[src/rtl/pwm_pkg.sv]
// Shared definitions for the PWM channel blocks: register map, CTRL bit
// positions, ramp sequencer states and the default datapath width.
package pwm_pkg;

    // Default width of period / compare datapaths
    localparam int PWM_WIDTH_DEFAULT = 16;

    // Host register map (2-bit word address)
    localparam logic [1:0] PWM_A_PERIOD = 2'd0;
    localparam logic [1:0] PWM_A_TARGET = 2'd1;
    localparam logic [1:0] PWM_A_STEP   = 2'd2;
    localparam logic [1:0] PWM_A_CTRL   = 2'd3;

    // CTRL register bit positions
    localparam int PWM_CTRL_GO    = 0;
    localparam int PWM_CTRL_ABORT = 1;

    // Ramp sequencer states
    typedef enum logic [1:0] {
        IDLE = 2'd0,
        ARM  = 2'd1,
        RAMP = 2'd2,
        HOLD = 2'd3
    } pwm_ramp_state_t;

endpackage

[src/rtl/pwm_period_timer.sv]
// Period timer for one PWM channel. Counts 0..max_count and wraps, flags the
// last cycle of each period (boundary) and emits a registered period_start
// pulse that is high on the first cycle of every period. With max_count == 0
// every cycle is a boundary, so period_start stays high continuously.
module pwm_period_timer
    import pwm_pkg::*;
#(
    parameter int WIDTH = PWM_WIDTH_DEFAULT
) (
    input  logic             clk,
    input  logic             rst,
    input  logic [WIDTH-1:0] max_count,
    output logic             boundary,
    output logic             period_start
);

    logic [WIDTH-1:0] pcnt_reg;
    logic             period_start_reg;

    // Boundary is the cycle where the count sits on the active period value
    assign boundary     = (pcnt_reg == max_count);
    assign period_start = period_start_reg;

    // Free-running period counter and first-cycle-of-period flag
    always_ff @(posedge clk) begin
        if (rst) begin
            pcnt_reg         <= '0;
            period_start_reg <= 1'b0;
        end else begin
            if (boundary) begin
                pcnt_reg <= '0;
            end else begin
                pcnt_reg <= pcnt_reg + 1'b1;
            end
            period_start_reg <= boundary;
        end
    end

endmodule

[src/rtl/pwm_ramp_ctrl.sv]
// Configuration and sequencing controller for one PWM channel.
// Host writes land in shadow registers immediately; the active max_count and
// cmp_val seen by the PWM counter only change on a period boundary, so the
// output never sees a torn period. On GO the compare value ramps toward the
// target by a fixed step per period, then holds. ABORT ramps down to 0 and
// returns to IDLE.
module pwm_ramp_ctrl
    import pwm_pkg::*;
#(
    parameter int WIDTH  = PWM_WIDTH_DEFAULT,
    parameter int STEP_W = 8
) (
    input  logic             clk,
    input  logic             rst,
    input  logic             cfg_valid,
    output logic             cfg_ready,
    input  logic [1:0]       cfg_addr,
    input  logic [WIDTH-1:0] cfg_wdata,
    output logic [WIDTH-1:0] max_count,
    output logic [WIDTH-1:0] cmp_val,
    output logic             period_start,
    output logic             busy
);

    pwm_ramp_state_t  state_reg;
    pwm_ramp_state_t  state_next;

    logic [WIDTH-1:0]  sh_period_reg;
    logic [WIDTH-1:0]  sh_target_reg;
    logic [STEP_W-1:0] sh_step_reg;
    logic              abort_reg;

    logic [WIDTH-1:0]  max_count_reg;
    logic [WIDTH-1:0]  max_count_next;
    logic [WIDTH-1:0]  cmp_val_reg;
    logic [WIDTH-1:0]  cmp_val_next;
    logic              cfg_ready_reg;

    logic              boundary;
    logic              wr_en;
    logic              ctrl_wr;
    logic              go_cmd;
    logic              abort_cmd;

    // Ramp arithmetic is one bit wider than the datapath so neither the
    // up-sum nor the down-difference can wrap before clamping.
    logic [WIDTH:0]    cmp_ext;
    logic [WIDTH:0]    tgt_ext;
    logic [WIDTH:0]    step_ext;
    logic [WIDTH:0]    up_sum;
    logic [WIDTH:0]    dn_diff;
    logic [WIDTH-1:0]  ramp_val;

    // Handshake decode. GO and ABORT together resolve to ABORT; ABORT only
    // means something once a sequence has been started.
    assign wr_en     = cfg_valid & cfg_ready_reg;
    assign ctrl_wr   = wr_en && (cfg_addr == PWM_A_CTRL);
    assign go_cmd    = ctrl_wr && cfg_wdata[PWM_CTRL_GO] && !cfg_wdata[PWM_CTRL_ABORT];
    assign abort_cmd = ctrl_wr && cfg_wdata[PWM_CTRL_ABORT] && (state_reg != IDLE);

    assign cfg_ready = cfg_ready_reg;
    assign max_count = max_count_reg;
    assign cmp_val   = cmp_val_reg;
    assign busy      = (state_reg == ARM) || (state_reg == RAMP);

    pwm_period_timer #(
        .WIDTH(WIDTH)
    ) u_timer (
        .clk          (clk),
        .rst          (rst),
        .max_count    (max_count_reg),
        .boundary     (boundary),
        .period_start (period_start)
    );

    assign cmp_ext  = {1'b0, cmp_val_reg};
    assign tgt_ext  = {1'b0, sh_target_reg};
    assign step_ext = {{(WIDTH + 1 - STEP_W){1'b0}}, sh_step_reg};
    assign up_sum   = cmp_ext + step_ext;
    assign dn_diff  = cmp_ext - step_ext;

    // Next compare value: one step toward the target, clamped to it.
    // A zero step means jump straight to the target.
    always_comb begin
        ramp_val = sh_target_reg;
        if (sh_step_reg != '0) begin
            if (cmp_val_reg < sh_target_reg) begin
                if (up_sum < tgt_ext) begin
                    ramp_val = up_sum[WIDTH-1:0];
                end
            end else if (cmp_val_reg > sh_target_reg) begin
                // dn_diff[WIDTH] set means the subtraction went below zero
                if (!dn_diff[WIDTH] && (dn_diff > tgt_ext)) begin
                    ramp_val = dn_diff[WIDTH-1:0];
                end
            end
        end
    end

    // Shadow registers and the pending-abort flag. A write on a boundary
    // cycle updates the shadow, but the commit in that same cycle still sees
    // the old value, so it applies one period later.
    always_ff @(posedge clk) begin
        if (rst) begin
            sh_period_reg <= '0;
            sh_target_reg <= '0;
            sh_step_reg   <= '0;
            abort_reg     <= 1'b0;
        end else begin
            if (state_reg == IDLE) begin
                abort_reg <= 1'b0;
            end
            if (wr_en) begin
                case (cfg_addr)
                    PWM_A_PERIOD: sh_period_reg <= cfg_wdata;
                    PWM_A_TARGET: begin
                        // A fresh target from the host supersedes a pending abort
                        sh_target_reg <= cfg_wdata;
                        abort_reg     <= 1'b0;
                    end
                    PWM_A_STEP:   sh_step_reg <= cfg_wdata[STEP_W-1:0];
                    default: begin
                        if (abort_cmd) begin
                            sh_target_reg <= '0;
                            abort_reg     <= 1'b1;
                        end
                    end
                endcase
            end
        end
    end

    // Sequencer next-state and boundary commit of the active registers
    always_comb begin
        state_next     = state_reg;
        max_count_next = max_count_reg;
        cmp_val_next   = cmp_val_reg;
        case (state_reg)
            IDLE: begin
                if (go_cmd) begin
                    state_next = ARM;
                end
            end
            ARM: begin
                // The arming boundary only loads the period; no compare step
                if (boundary) begin
                    max_count_next = sh_period_reg;
                    state_next     = RAMP;
                end
            end
            RAMP, HOLD: begin
                // HOLD re-enters the ramp on the same boundary that detects
                // a changed target, so the first step is not delayed.
                if (boundary) begin
                    max_count_next = sh_period_reg;
                    cmp_val_next   = ramp_val;
                    if (ramp_val == sh_target_reg) begin
                        state_next = abort_reg ? IDLE : HOLD;
                    end else begin
                        state_next = RAMP;
                    end
                end
            end
            default: state_next = IDLE;
        endcase
    end

    // State and active output registers
    always_ff @(posedge clk) begin
        if (rst) begin
            state_reg     <= IDLE;
            max_count_reg <= '1;
            cmp_val_reg   <= '0;
            cfg_ready_reg <= 1'b0;
        end else begin
            state_reg     <= state_next;
            max_count_reg <= max_count_next;
            cmp_val_reg   <= cmp_val_next;
            cfg_ready_reg <= 1'b1;
        end
    end

endmodule

[config.mk]
export PLATFORM = sky130hd
export DESIGN_NAME = pwm_ramp_ctrl
export DESIGN_NICKNAME = d
export VERILOG_FILES = /design/src/rtl/pwm_pkg.sv /design/src/rtl/pwm_period_timer.sv /design/src/rtl/pwm_ramp_ctrl.sv
export SDC_FILE = /design/constraint.sdc
export NUM_CORES = 1
export LEC_CHECK = 0
export ABC_CLOCK_PERIOD_IN_PS = 5300
export CAP_MARGIN = 15
export CORE_MARGIN = 1.5
export CORE_UTILIZATION = 55
export DETAILED_ROUTE_END_ITERATION = 12
export PLACE_DENSITY = 0.76
export SYNTH_ARGS = -nofsm -noshare
export SYNTH_HDL_FRONTEND = slang
export SYNTH_SLANG_ARGS = --single-unit
[constraint.sdc]
create_clock -name clk -period 5.3 [get_ports clk]
set_input_delay 0.53 -clock clk [delete_from_list [all_inputs] [get_ports clk]]
set_output_delay 0.53 -clock clk [all_outputs]
set_load 0.005 [all_outputs]
==> results.json, run 1 <==
{
  "run_status": "finished clean",
  "postSynthCellCount": 994,
  "wl_met3_um": 2320,
  "route.detailed.vias_per_inst": 6.45,
  "track_usage": 0.351,
  "floorplan.die.width_um": 119,
  "number_of_global_route_vias_before_repair": 7013,
  "skew_ps": 12.6,
  "cts_post_setup_buffers_inserted": 0,
  "largest_stage_delay_on_the_critical_path_ps": 590,
  "worstMarginPinSlew_ps": 1150,
  "vdd_drop_max_mv": 0.147,
  "yosys_most_used_dff": "sky130_fd_sc_hd__dfxtp_1",
  "antenna_cells": 0,
  "whs_path_depth": 2,
  "dr_wl_met2_um": 10000,
  "seq_area_frac_synth": 0.252,
  "clock_tree.root_cell": "sky130_fd_sc_hd__clkbuf_16",
  "mostFrequentLayoutCells": "sky130_fd_sc_hd__nand2_1, sky130_fd_sc_hd__a21oi_1, sky130_fd_sc_hd__dfxtp_1",
  "cts.sink_count": 93,
  "floorplan.initialDensity": 0.559,
  "detail-route-antenna-nets": 0,
  "antenna_found_initial": 0,
  "number_of_buffers_added_by_the_clock_tree_synthesis_step": 9,
  "synth_area_per_cell_um2": 7.42,
  "wl_per_cell_um": 20.4,
  "routabilityCongestion": 1.05,
  "tritoncts_clock_tree": "yes",
  "reg2reg_depth": 18,
  "drtPass1Iterations": 6,
  "level_count_of_the_clock_h_tree": 3,
  "max_freq_mhz": 198,
  "top_layer_used_by_detailed_routing": "met4",
  "setup_repair_after_global_routing_missed_its_margin": "no",
  "clockBufferDepth": 2,
  "cells_along_the_critical_path": "inv_1 -> ha_1 -> nor2b_1 -> or4_1 -> o311ai_2 -> o21ai_0 -> nand2_1 -> ha_1 -> nand2_1 -> o21ai_0 -> nor4_1 -> a31oi_1 -> buf_4 -> or3_1 -> o32ai_2 -> nor4b_4 -> nand4_1 -> o22ai_1",
  "area_growth_syn_to_layout_pct": 14.7,
  "report.final.setup_viol": 0,
  "synth_async_sr_flop_share": 0,
  "finalCritPeriodShare": 0.953,
  "p_leak_nw": 3.24,
  "critPathSlowestCell": "sky130_fd_sc_hd__or3_1",
  "ys_ff_latch": 93,
  "clock_latency_ps": 360,
  "max_cap_viols": 0,
  "io_buffer_count": 55,
  "timing.critical_path.fanout_max": 12,
  "worstPathArrival_ps": 5260,
  "design.portCount": 56,
  "synth_unique_cells": 72,
  "critPathRequiredTime_ps": 5510,
  "via_count": 7848,
  "total_power_w": 0.00170,
  "p_per_area_nw_per_um2": 201,
  "clk_transition_reported_paths_ps": 80,
  "postCtsHoldBufs": 0,
  "finalCriticalPeriod_ps": 5050,
  "synthesis.area_um2": 7380,
  "routed_wirelength_um": 24800,
  "timing.hold.worst.class": "flip-flop to flip-flop",
  "timing.max_slew.rel_slack": 0.229,
  "synthesis.yosys.warnings": 0,
  "placement_rows": 42,
  "hold_viol_final": 0,
  "met1Wirelength_um": 11000,
  "final_layout_size_suffix_gt1_frac": 0.0663,
  "layout.nets": 1127,
  "worstSetupEndpointType": "flip-flop",
  "pin_count_of_the_biggest_net_entering_global_routing": 62,
  "critical_path.startpoint_type": "flip-flop",
  "syn-num-nets": 1085,
  "count_of_flip_flops_with_a_built_in_enable_after_synthesis": 0,
  "setup.worst_path.class": "flip-flop to flip-flop",
  "dp_hpwl_um": 19000,
  "slew_viol_final": 0,
  "drt-initial-drc-count": 1053,
  "placeableCoreArea_um2": 13200,
  "commonest_non_fill_non_tap_cell_in_the_layout": "sky130_fd_sc_hd__nand2_1",
  "timing.setup.tns_ps": 0,
  "grt_overflow": 0,
  "die_area_um2": 14100,
  "drt_drc_violations_left": 0,
  "grt_first_pass_wirelength_um": 38600,
  "die_height_um": 119
}
-- cell usage after synthesis, types with 12 or more instances --
library cell	number	area, um2
sky130_fd_sc_hd__a211oi_1	12	90.1
sky130_fd_sc_hd__a21oi_1	95	475
sky130_fd_sc_hd__clkbuf_1	50	188
sky130_fd_sc_hd__dfxtp_1	93	1860
sky130_fd_sc_hd__ha_1	68	851
sky130_fd_sc_hd__inv_1	48	180
sky130_fd_sc_hd__nand2_1	144	541
sky130_fd_sc_hd__nand3_1	54	270
sky130_fd_sc_hd__nand4_1	20	125
sky130_fd_sc_hd__nor2_1	64	240
sky130_fd_sc_hd__nor3_1	35	175
sky130_fd_sc_hd__nor4_1	19	119
sky130_fd_sc_hd__o21ai_0	53	265
sky130_fd_sc_hd__o221ai_1	14	123
sky130_fd_sc_hd__xnor2_1	23	201
sky130_fd_sc_hd__xor2_1	31	272
-- what timing repair did --
action	in CTS	in global routing
resized for setup	0	1
endpoints found under the setup margin	0	2
hold endpoints to repair	0	0
-- path summary, 6_finish.rpt --
kind | from | end | slack (ps)
worst min-delay path | sh_period_reg[9]$_SDFFE_PP0P_ | sh_period_reg[9]$_SDFFE_PP0P_ | 450
worst max-delay path | sh_step_reg[6]$_SDFFE_PP0P_ | state_reg[0]$_SDFFE_PP0P_ | 250
worst max register to register | sh_step_reg[6]$_SDFFE_PP0P_ | state_reg[0]$_SDFFE_PP0P_ | 250
worst min register to register | sh_period_reg[9]$_SDFFE_PP0P_ | sh_period_reg[9]$_SDFFE_PP0P_ | 450
-- cell families after synthesis --
| family | after synthesis | synth area share |
|---|---|---|
| muxes | 2 | 0.00271 |
| buffers and inverters | 108 | 0.0570 |
| DFF | 93 | 0.252 |
| adders and majority gates | 70 | 0.121 |
| and+or+nand+nor | 394 | 0.255 |
| xor gates and xnor gates | 56 | 0.0702 |
| AOI/OAI and AO/OA | 271 | 0.242 |
-- layer usage --
layer  vias up  global-route usage
li1       3686                   -
met1      3604               0.508
met2       462               0.489
met3        96              0.0671
met4         0               0.185
met5         -                   0
-- worst max-delay path: cells and delay by family, from the launching register on --
family	cells	cell delay (ps)
fa+ha+maj	2	770
simple gates	8	1960
compound gates	6	1520
flops	1	380
buf+inv	2	260
-- stage by stage --
| step | hold WS, ps | util | cell area, um2 | cells | setup slack, ps |
|---|---|---|---|---|---|
| floorplan | 437 | - | 7380 | 994 | 949 |
| global placement | 443 | 0.619 | 8160 | 1200 | 331 |
| detailed placement | 447 | 0.619 | 8160 | 1200 | 366 |
| CTS | 457 | 0.640 | 8450 | 1216 | 347 |
| global route | 478 | 0.641 | 8460 | 1217 | 0.926 |
| finish | 454 | 0.641 | 8460 | 1217 | 247 |
-- final cells by class --
class,instances,area [um2]
flip-flops and latches,93,1860
inverters,48,180
repair buffers,91,816
well taps,176,220
clock inverters,7,56.3
multi-input cells,793,5100
fillers,1204,4730
clock buffers,9,225
-- report_power, final --
group | switching (W) | internal [W] | leakage [nW]
combinational | 0.000221 | 0.000133 | 2.34
clock | 0.000307 | 0.000327 | 0.143
sequential | 0.00000927 | 0.000707 | 0.752
Note: power is estimated with default switching activity, not from simulation.
==> inputs of run 2 (changes only) <==
--- a/config.mk
+++ b/config.mk
@@ -5,7 +5,7 @@
 export SDC_FILE = /design/constraint.sdc
 export NUM_CORES = 1
 export LEC_CHECK = 0
-export ABC_CLOCK_PERIOD_IN_PS = 5300
+export ABC_CLOCK_PERIOD_IN_PS = 5400
 export CAP_MARGIN = 15
 export CORE_MARGIN = 1.5
 export CORE_UTILIZATION = 55
==> constraint.sdc (replaced) <==
create_clock -name clk -period 5.4 [get_ports clk]
set_input_delay 0.54 -clock clk [delete_from_list [all_inputs] [get_ports clk]]
set_output_delay 0.54 -clock clk [all_outputs]
set_load 0.005 [all_outputs]
==> run 2 against run 1 <==
Effect of this change:
- final cell count is the same
- core utilization grew 0.40 points
- critical endpoint is now cmp_val[5]$_SDFFE_PP0P_
- routed wire length down 0.45%
- sequential share of layout area fell by 0.14 points
- critical path type unchanged
- largest power group unchanged
- fmax is essentially flat
==> results.json, run 2 (same netlist as run 1, synthesis figures left out) <==
{
  "power.internal_w": 0.00118,
  "clock_latency_ps": 350,
  "route.detailed.vias_per_inst": 6.47,
  "p_switching_w": 0.000502,
  "timing.hold.worst.class": "flip-flop to flip-flop",
  "die_area_um2": 14100,
  "grtUsageMet3": 0.0502,
  "die_height_um": 119,
  "number_of_buffers_added_by_the_clock_tree_synthesis_step": 9,
  "drt-initial-drc-count": 889,
  "drt_drc_violations_left": 0,
  "max_freq_mhz": 198,
  "clock_power_share": 0.380,
  "seq_power_share": 0.417,
  "placed_cells_incl_taps": 1199,
  "area_growth_syn_to_layout_pct": 15.4,
  "total_power_w": 0.00169,
  "detail-route-antenna-nets": 0,
  "layout.nets": 1128,
  "timing.max_slew.rel_slack": 0.287,
  "cts.sink_count": 93,
  "antenna_cells": 0,
  "level_count_of_the_clock_h_tree": 3,
  "cells_along_the_critical_path": "inv_1 -> ha_1 -> or2_2 -> a21oi_1 -> a21o_1 -> a21oi_1 -> o21ai_0 -> nand2_1 -> ha_1 -> a21oi_1 -> a21o_1 -> a21oi_1 -> a211oi_1 -> buf_4 -> nor3_1 -> o21ai_1 -> buf_4 -> a221oi_1 -> nor3_1",
  "whs_path_depth": 2,
  "min-delay-start": "sh_period_reg[13]$_SDFFE_PP0P_",
  "critPathRequiredTime_ps": 5610,
  "r2r_start": "sh_step_reg[4]$_SDFFE_PP0P_",
  "setup.reg_to_reg.worst_slack_ps": 340,
  "crit_top_cell": "sky130_fd_sc_hd__a21oi_1",
  "commonest_non_fill_non_tap_cell_in_the_layout": "sky130_fd_sc_hd__nand2_1",
  "design.portCount": 56,
  "nFillCells": 1198,
  "hold_viol_final": 0,
  "reg2reg_depth": 19,
  "routed_wirelength_um": 24700,
  "vdd_drop_max_mv": 0.195,
  "setup.worst_path.class": "flip-flop to flip-flop",
  "hold-path-endpoint": "sh_period_reg[13]$_SDFFE_PP0P_",
  "crit_family": "compound AO/OA/AOI/OAI gates",
  "comb_power_share": 0.203,
  "pin_count_of_the_biggest_net_entering_global_routing": 62,
  "track_usage": 0.349,
  "via_count": 7877,
  "placement_rows": 42,
  "grt.met2_usage": 0.505,
  "placeableCoreArea_um2": 13200,
  "grt_first_pass_wirelength_um": 38600,
  "dp_hpwl_um": 18900,
  "report.final.setup_viol": 0,
  "floorplan.die.width_um": 119,
  "routabilityCongestion": 1.09,
  "clock_tree.root_cell": "sky130_fd_sc_hd__clkbuf_16",
  "cp_num_buf_inv": 3,
  "grt_overflow": 0,
  "worstSetupEndpointType": "flip-flop",
  "drtPass1Iterations": 5,
  "p_per_area_nw_per_um2": 198,
  "layout.cell_area.non_filler_um2": 8510,
  "final_layout_size_suffix_gt1_frac": 0.0682,
  "dpl_cell_area_um2": 8170,
  "worstMarginPinSlew_ps": 1060,
  "gr-usage-met1": 0.504,
  "floorplan.initialDensity": 0.559,
  "finalCriticalPeriod_ps": 5060,
  "slew_viol_final": 0,
  "number_of_global_route_vias_before_repair": 7080,
  "wl_per_cell_um": 20.3,
  "postCtsHoldBufs": 0,
  "skew_ps": 9.79,
  "fin_cells": 1217,
  "clockBufferDepth": 2,
  "tritoncts_clock_tree": "yes",
  "antenna_found_initial": 0,
  "finalCritPeriodShare": 0.936,
  "p_leak_nw": 3.25,
  "critPathSlowestCell": "sky130_fd_sc_hd__nor3_1",
  "largest_stage_delay_on_the_critical_path_ps": 850,
  "timing.critical_path.fanout_max": 8,
  "timing.setup.tns_ps": 0,
  "run_status": "finished clean",
  "io_buffer_count": 55,
  "clk_transition_reported_paths_ps": 70,
  "mostFrequentLayoutCells": "sky130_fd_sc_hd__nand2_1, sky130_fd_sc_hd__a21oi_1, sky130_fd_sc_hd__dfxtp_1",
  "worstPathArrival_ps": 5260,
  "setup_repair_after_global_routing_missed_its_margin": "no",
  "switching_share": 0.298,
  "critical_path.startpoint_type": "flip-flop",
  "max_cap_viols": 0,
  "top_usage_layer": "met2",
  "reg2reg_to": "cmp_val[5]$_SDFFE_PP0P_"
}
## run 2: cell types whose count changed in the layout (fill, tap and decap cells not counted), moves of 2 or more
cell | before | now
sky130_fd_sc_hd__buf_4 | 36 | 34
sky130_fd_sc_hd__clkinv_2 | 2 | 0
sky130_fd_sc_hd__clkinvlp_4 | 0 | 3
sky130_fd_sc_hd__inv_6 | 4 | 2
sky130_fd_sc_hd__buf_6 | 0 | 2
## run 2: metrics by stage
step / utilization / setup slack [ps] / hold slack [ps]
6_report: 0.645 / 343 / 456
5_1_grt: 0.645 / 7.95 / 474
4_1_cts: 0.642 / 158 / 458
3_5_place_dp: 0.619 / 189 / 447
3_3_place_gp: 0.619 / 190 / 443
2_1_floorplan: - / 1050 / 437
## run 2: worst max path at each step
stage	startpoint	to	slack (ps)	cells after the start
global placement	sh_step_reg[6]$_SDFFE_PP0P_	cmp_val[12]$_SDFFE_PP0P_	190	17
floorplan	sh_step_reg[1]$_SDFFE_PP0P_	state_reg[1]$_SDFFE_PP0P_	1050	18
finish	sh_step_reg[4]$_SDFFE_PP0P_	cmp_val[5]$_SDFFE_PP0P_	340	19
detailed placement	sh_step_reg[6]$_SDFFE_PP0P_	state_reg[1]$_SDFFE_PP0P_	190	17
CTS	sh_step_reg[6]$_SDFFE_PP0P_	state_reg[1]$_SDFFE_PP0P_	160	17
global route	sh_step_reg[4]$_SDFFE_PP0P_	cmp_val[10]$_SDFFE_PP0P_	8	19
## run 2: worst reg2reg max path, cell delays in order, from the launching register on
cell and delay [ps]:
sky130_fd_sc_hd__dfxtp_1 370, sky130_fd_sc_hd__inv_1 60, sky130_fd_sc_hd__ha_1 280, sky130_fd_sc_hd__or2_2 310
sky130_fd_sc_hd__a21oi_1 510, sky130_fd_sc_hd__a21o_1 170, sky130_fd_sc_hd__a21oi_1 130, sky130_fd_sc_hd__o21ai_0 290
sky130_fd_sc_hd__nand2_1 120, sky130_fd_sc_hd__ha_1 340, sky130_fd_sc_hd__a21oi_1 80, sky130_fd_sc_hd__a21o_1 170
sky130_fd_sc_hd__a21oi_1 130, sky130_fd_sc_hd__a211oi_1 70, sky130_fd_sc_hd__buf_4 150, sky130_fd_sc_hd__nor3_1 850
sky130_fd_sc_hd__o21ai_1 230, sky130_fd_sc_hd__buf_4 210, sky130_fd_sc_hd__a221oi_1 350, sky130_fd_sc_hd__nor3_1 80
## run 2: power groups by stage
stage / sequential [W] / clock [W] / combinational, W
2_1_floorplan: 0.000716 / 0 / 0.000216
3_3_place_gp: 0.000719 / 0 / 0.000324
3_5_place_dp: 0.000719 / 0 / 0.000324
4_1_cts: 0.000703 / 0.000647 / 0.000326
5_1_grt: 0.000704 / 0.000671 / 0.000366
6_report: 0.000703 / 0.000640 / 0.000342
## run 2: final cells by class
class,instances,area [um2],share of cell area
Multi-Input combinational cell,793,5110,0.601
Inverter,48,180,0.0212
Sequential cell,93,1860,0.219
Clock buffer,9,225,0.0265
Clock inverter,6,70.1,0.00823
Tap cell,176,220,0.0259
Timing Repair Buffer,92,843,0.0991
## run 2: repair_timing
| item | CTS | global route |
|---|---|---|
| setup buffers | 0 | 0 |
| resized for setup | 0 | 3 |
| setup endpoints to repair | 0 | 9 |
## run 2: layer usage
metal  wire length, um  vias to the layer above  share of wire
met5                 0                        -              0
met4              1260                        0          0.051
met3              2300                       85          0.093
met2             10200                      465           0.41
met1             10900                     3630           0.44
li1                  -                     3697              -
==> inputs of run 3 (changes only) <==
--- a/config.mk
+++ b/config.mk
@@ -14,3 +14,4 @@
 export SYNTH_ARGS = -nofsm -noshare
 export SYNTH_HDL_FRONTEND = slang
 export SYNTH_SLANG_ARGS = --single-unit
+export TNS_END_PERCENT = 50
==> results of run 3 <==
Final layout, timing and power as in run 2 (identical DEF).
